File: config.mk
export PLATFORM = sky130hd
export DESIGN_NAME = reg_file
export DESIGN_NICKNAME = d
export VERILOG_FILES = /design/src/rtl/mips_pkg.sv /design/src/rtl/reg_file.sv
export SDC_FILE = /design/constraint.sdc
export NUM_CORES = 2
export LEC_CHECK = 0
export ABC_AREA = 1
export ABC_CLOCK_PERIOD_IN_PS = 2350
export BUFFER_PORTS_ARGS = -buffer_cell sky130_fd_sc_hd__buf_2
export CAP_MARGIN = 10
export CORE_ASPECT_RATIO = 0.8
export CORE_MARGIN = 1.5
export CORE_UTILIZATION = 50
export DETAILED_ROUTE_END_ITERATION = 10
export HOLD_SLACK_MARGIN = 0.03
export PLACE_DENSITY_LB_ADDON = 0.25
export SETUP_SLACK_MARGIN = 0.15
export SLEW_MARGIN = 15
export SYNTH_ARGS = -nofsm -noshare
export SYNTH_HDL_FRONTEND = slang
export SYNTH_SLANG_ARGS = --single-unit
File: constraint.sdc
create_clock -name clk -period 2.35 [get_ports clk]
set_input_delay 0.235 -clock clk [delete_from_list [all_inputs] [get_ports clk]]
set_output_delay 0.235 -clock clk [all_outputs]
set_load 0.02 [all_outputs]
File: src/rtl/mips_pkg.sv
// Shared constants for the MIPS datapath slice: register-file geometry and ALU op encodings.
package mips_pkg;

  localparam int DATA_W = 32;
  localparam int ADDR_W = 5;
  localparam logic [ADDR_W-1:0] REG_ZERO = 5'd0;

  typedef enum logic [2:0] {
    ALU_AND = 3'b000,
    ALU_OR  = 3'b001,
    ALU_ADD = 3'b010,
    ALU_SUB = 3'b110,
    ALU_SLT = 3'b111
  } alu_op_e;

  function automatic logic [DATA_W-1:0] alu_eval(input alu_op_e op,
                                                 input logic [DATA_W-1:0] a,
                                                 input logic [DATA_W-1:0] b);
    logic [DATA_W-1:0] diff;
    diff = a - b;
    case (op)
      ALU_AND: alu_eval = a & b;
      ALU_OR:  alu_eval = a | b;
      ALU_ADD: alu_eval = a + b;
      ALU_SUB: alu_eval = diff;
      ALU_SLT: alu_eval = {{(DATA_W-1){1'b0}}, ($signed(a) < $signed(b))};
      default: alu_eval = '0;
    endcase
  endfunction

endpackage

File: src/rtl/reg_file.sv
// Two-read / one-write register file with hardwired zero register and async clear.
module reg_file #(
  parameter int DATA_W = mips_pkg::DATA_W,
  parameter int ADDR_W = mips_pkg::ADDR_W
) (
  input  logic              clk,
  input  logic              rst_n,
  input  logic [ADDR_W-1:0] ra1,
  input  logic [ADDR_W-1:0] ra2,
  output logic [DATA_W-1:0] rd1,
  output logic [DATA_W-1:0] rd2,
  input  logic              we,
  input  logic [ADDR_W-1:0] wa,
  input  logic [DATA_W-1:0] wd
);
  import mips_pkg::*;

  localparam int NREG = 2**ADDR_W;
  localparam logic [ADDR_W-1:0] ZERO_A = ADDR_W'(REG_ZERO);

  logic [NREG-1:0][DATA_W-1:0] regs_q;
  logic [NREG-1:0][DATA_W-1:0] regs_d;

  always_comb begin
    regs_d = regs_q;
    if (we && (wa != ZERO_A)) begin
      regs_d[wa] = wd;
    end
  end

  always_ff @(posedge clk or negedge rst_n) begin
    if (!rst_n) begin
      regs_q <= '0;
    end else begin
      regs_q <= regs_d;
    end
  end

  // No write bypass: wd is derived from rd1/rd2 through the ALU, so forwarding would loop.
  always_comb begin
    rd1 = (ra1 == ZERO_A) ? '0 : regs_q[ra1];
    rd2 = (ra2 == ZERO_A) ? '0 : regs_q[ra2];
  end

`ifndef SYNTHESIS
  a_zero_rd1: assert property (@(posedge clk) (ra1 == ZERO_A) |-> (rd1 == '0));
  a_zero_rd2: assert property (@(posedge clk) (ra2 == ZERO_A) |-> (rd2 == '0));
  a_hold:     assert property (@(posedge clk) disable iff (!rst_n) !we |-> (regs_d == regs_q));
`endif

endmodule
==> results.md <==
- The run finished, with violations left.
- The final reports fail on setup timing.
- In the routed design, unresolved DRC markers number 0.
- By startpoint and endpoint, the worst setup path is classified as reg -> out.
- Clock-pin slew was measured on the worst setup and hold paths at 0.06 ns.
- Global routing used 38.9% of the available tracks.
- The most repeated library cell on the critical path is nor2_2.
- The area of the multi-input gates is 29200 sq um.
- For this block, the initial DRC count from the detailed router was 9634.
- The die covers 114000 sq um.
- For this design the static power due to leakage is 31.9 nW.
- The vertical extent of the die is 303 um.
- The maximum resistive drop on vdd is 0.000686 V.
- The synthesized area per cell is 6.78 sq um.
- Along the worst path, the maximum fanout reaches 3.
- The setup check on the worst reg-to-reg path leaves a slack of 1.35 ns.
- The post-synthesis instance area is 56200 sq um.
- The H-tree was split into 3 levels.
- The post-detailed-route via-to-cell ratio is 6.16.
- The largest single stage delay on the critical path is 0.41 ns.
- TritonCTS built the clock tree.
- The floorplan has 109 rows.
- The final layout contains routed wiring with a total length of 226 mm.
- In this run the power density over the cells is 794 nW/um^2.
- The final-report max-slew violation count is 0.
- The clock tree buffer depth is 3.
- The number of different library cells in the post-synthesis netlist is 17.
- The number of instances in the synthesized netlist is 8298.
- Entering global routing, the biggest net connects 105 pins.
- In this run the tightest slew margin relative to its limit is 37.8%.
- Counting I/O delays and the setup requirement, the final critical path takes 2.35 ns.
- The worst setup path is launched from a register.
- The flip-flop count of the largest register after layout is 1024.
- The total power after layout is 0.0534 W.
- In the final layout, the registers with the most flip-flops are regs_q x1024.
- For the pin with the worst max-slew slack, the measured transition is 0.932 ns.
- The clock latency reported for the late side of the worst-skew pair is 0.72 ns.
- The max-cap violation count is 0.
- Between clock sinks in the finished design, the worst skew comes to 0 ns.
- The path category of the worst min-delay check is in -> async.
- The part of the Yosys area used for sequential elements is 45.6%.
- The horizontal die dimension is 378 um.
- The count of placed standard cells in the final layout, fillers left out is 9805.
- The final layout contains 8276 nets.
- The half-perimeter wire length after placement is 130 mm.
- In the final layout, flip-flops and latches occupy 25600 sq um.
- 114 I/O pins were placed.
- The average wire length per cell after detail routing is 23.1 um.
- The global-route wire length before repair is 340 mm.
- The number of warnings printed during yosys synthesis is 0.
- Leaving out fill and tap cells, the most frequent cells in the layout are nand2_1, nand3_1, dfrtp_1, o21ai_0, nor2_1.
- The number of clock sinks seen by CTS is 1024.
- In this run the tool buffered the top-level ports with 113 buffer cells.
- Synthesis produced a netlist with a net count of 8348.
- The relative area change from synthesis to final layout is 19.7%.
- At the end of routability-driven placement, the weighted congestion stood at 0.931.
- The sum of negative setup slack is -0.00424 ns.
- The clock root buffer is clkbuf_16.
- The pre-antenna-repair detailed-routing pass consisted of 7 iterations.
- The vias after detailed routing is 60400.
- In this run the remaining antenna-violating nets after routing total 0.
- The fraction of layout cells with a size suffix above 1 is 13.4%.
- The most common cell after layout, fill and taps aside is nand2_1.
- The signal on the critical path passes through a21oi_2 -> o21ai_0 -> a21oi_1 -> nor2_2 -> nor2_2 -> nor2_1 -> buf_4 -> buf_6.
- The worst endpoint data arrival time is 2.12 ns.
- The final hold violation count was 0.
- In this run, placement finished with an instance count of 9498.
- Dividing the final minimum period by the clock period gives 100%.
- After synthesis the netlist holds a flip-flop and latch count of 1024.
- The maximum clock rate is 425 MHz.
- The number of antenna violations at the first check in global routing is 7.
- The number of global-route vias before repair is 55300.
- The total overflow left after global routing is 0.
- The worst setup path is captured at a primary output.
- The total area inside the core boundary comes to 111000 sq um.
- Counting the buffers created by CTS gives 105.
- The starting density of the core is 50.7%.
- Final hold analysis gives a worst-case slack of 0.0403 ns.
- More flip-flops sit in one register than any other, and that register is regs_q.
- Fill cells in the final layout number 10000.
- 0 antenna diodes ended up in the layout.
- Data on the critical path is required at its endpoint by 2.12 ns.
- Setup repair after global routing could not meet its margin everywhere.
- The slowest library cell on the worst path is dfrtp_1.
- Setup violations remaining at the end of the flow were counted as 1.
- The post-layout worst setup margin is -0.00424 ns.
[stage by stage]
step / utilization [%] / setup slack (ns) / instance area (sq um)
6_report: 60.6 / -0.00424 / 67300
3_3_place_gp: 54.8 / -0.0452 / 60800
4_1_cts: 59.1 / 0.00278 / 65700
5_1_grt: 60.6 / -0.157 / 67300
3_5_place_dp: 54.8 / -0.0407 / 60800
2_1_floorplan: - / 0.325 / 56200
[area by class of cell]
| cell class | count | area share [%] |
|---|---|---|
| clock buffer | 157 | 4.72 |
| clock inverter | 31 | 0.584 |
| inverter | 74 | 0.480 |
| multi-input combinational | 6443 | 43.4 |
| sequential | 1024 | 38.1 |
| tap | 1498 | 2.79 |
| timing repair buffer | 578 | 9.97 |
[metal layers]
| metal | GRT usage (%) | part of all wire, % |
|---|---|---|
| met3 | 10.2 | 14 |
| met4 | 20.0 | 5.9 |
| met5 | 0 | 0.039 |
| met2 | 57.3 | 41 |
| met1 | 52.9 | 38 |
[kinds of logic (layout without fill, tap and decap cells)]
kind of cell,count (synthesis),count (layout),share of synthesized area [%]
flops,1024,1024,45.6
buf+inv,831,840,5.56
compound gates,1218,1218,10.8
simple gates,5225,5225,38.0
[critical path, delay by kind of cell (launching register included)]
family | cells | cell delay, ns
buf+inv | 2 | 0.32
simple gates | 3 | 0.25
compound gates | 3 | 0.42
flops | 1 | 0.41
[report_power, final]
part,switching (W),leakage [nW],internal (W)
combinational,0.00715,17.0,0.00485
sequential,0.00277,13.2,0.0209
clock,0.00748,1.77,0.0103
total,0.0174,31.9,0.0361
[synth_stat cells, drive strengths merged]
library cell | number | area (sq um)
nand3 | 1382 | 6920
o21ai | 1003 | 5020
clkbuf | 680 | 2550
nor3 | 11 | 65.1
nor2 | 431 | 1620
nor3b | 1 | 7.51
nor4 | 2 | 25.0
dfrtp | 1024 | 25600
inv | 71 | 267
buf | 77 | 294
nand2 | 3398 | 12800
a21oi | 215 | 1080
clkinv | 3 | 11.3
[final timing paths]
path,cells past startpoint,startpoint,to
setup / recovery,8,regs_q[288]$_DFFE_PN0P_,rd2[0]
hold / removal,2,rst_n,regs_q[87]$_DFFE_PN0P_
setup reg to reg,4,regs_q[959]$_DFFE_PN0P_,regs_q[959]$_DFFE_PN0P_
hold reg to reg,0,regs_q[20]$_DFFE_PN0P_,regs_q[20]$_DFFE_PN0P_
max in group asynchronous,3,rst_n,regs_q[481]$_DFFE_PN0P_
min in group clk,4,wd[5],regs_q[421]$_DFFE_PN0P_
[repair_timing]
action,in CTS,in global routing
cloned,0,2
resized for setup,311,286
hold buffers,8,0
pin swaps,185,305
setup buffers,30,79
setup endpoints to repair,63,64
endpoints found under the hold margin,492,0
Note: power is estimated with default switching activity, not from simulation.
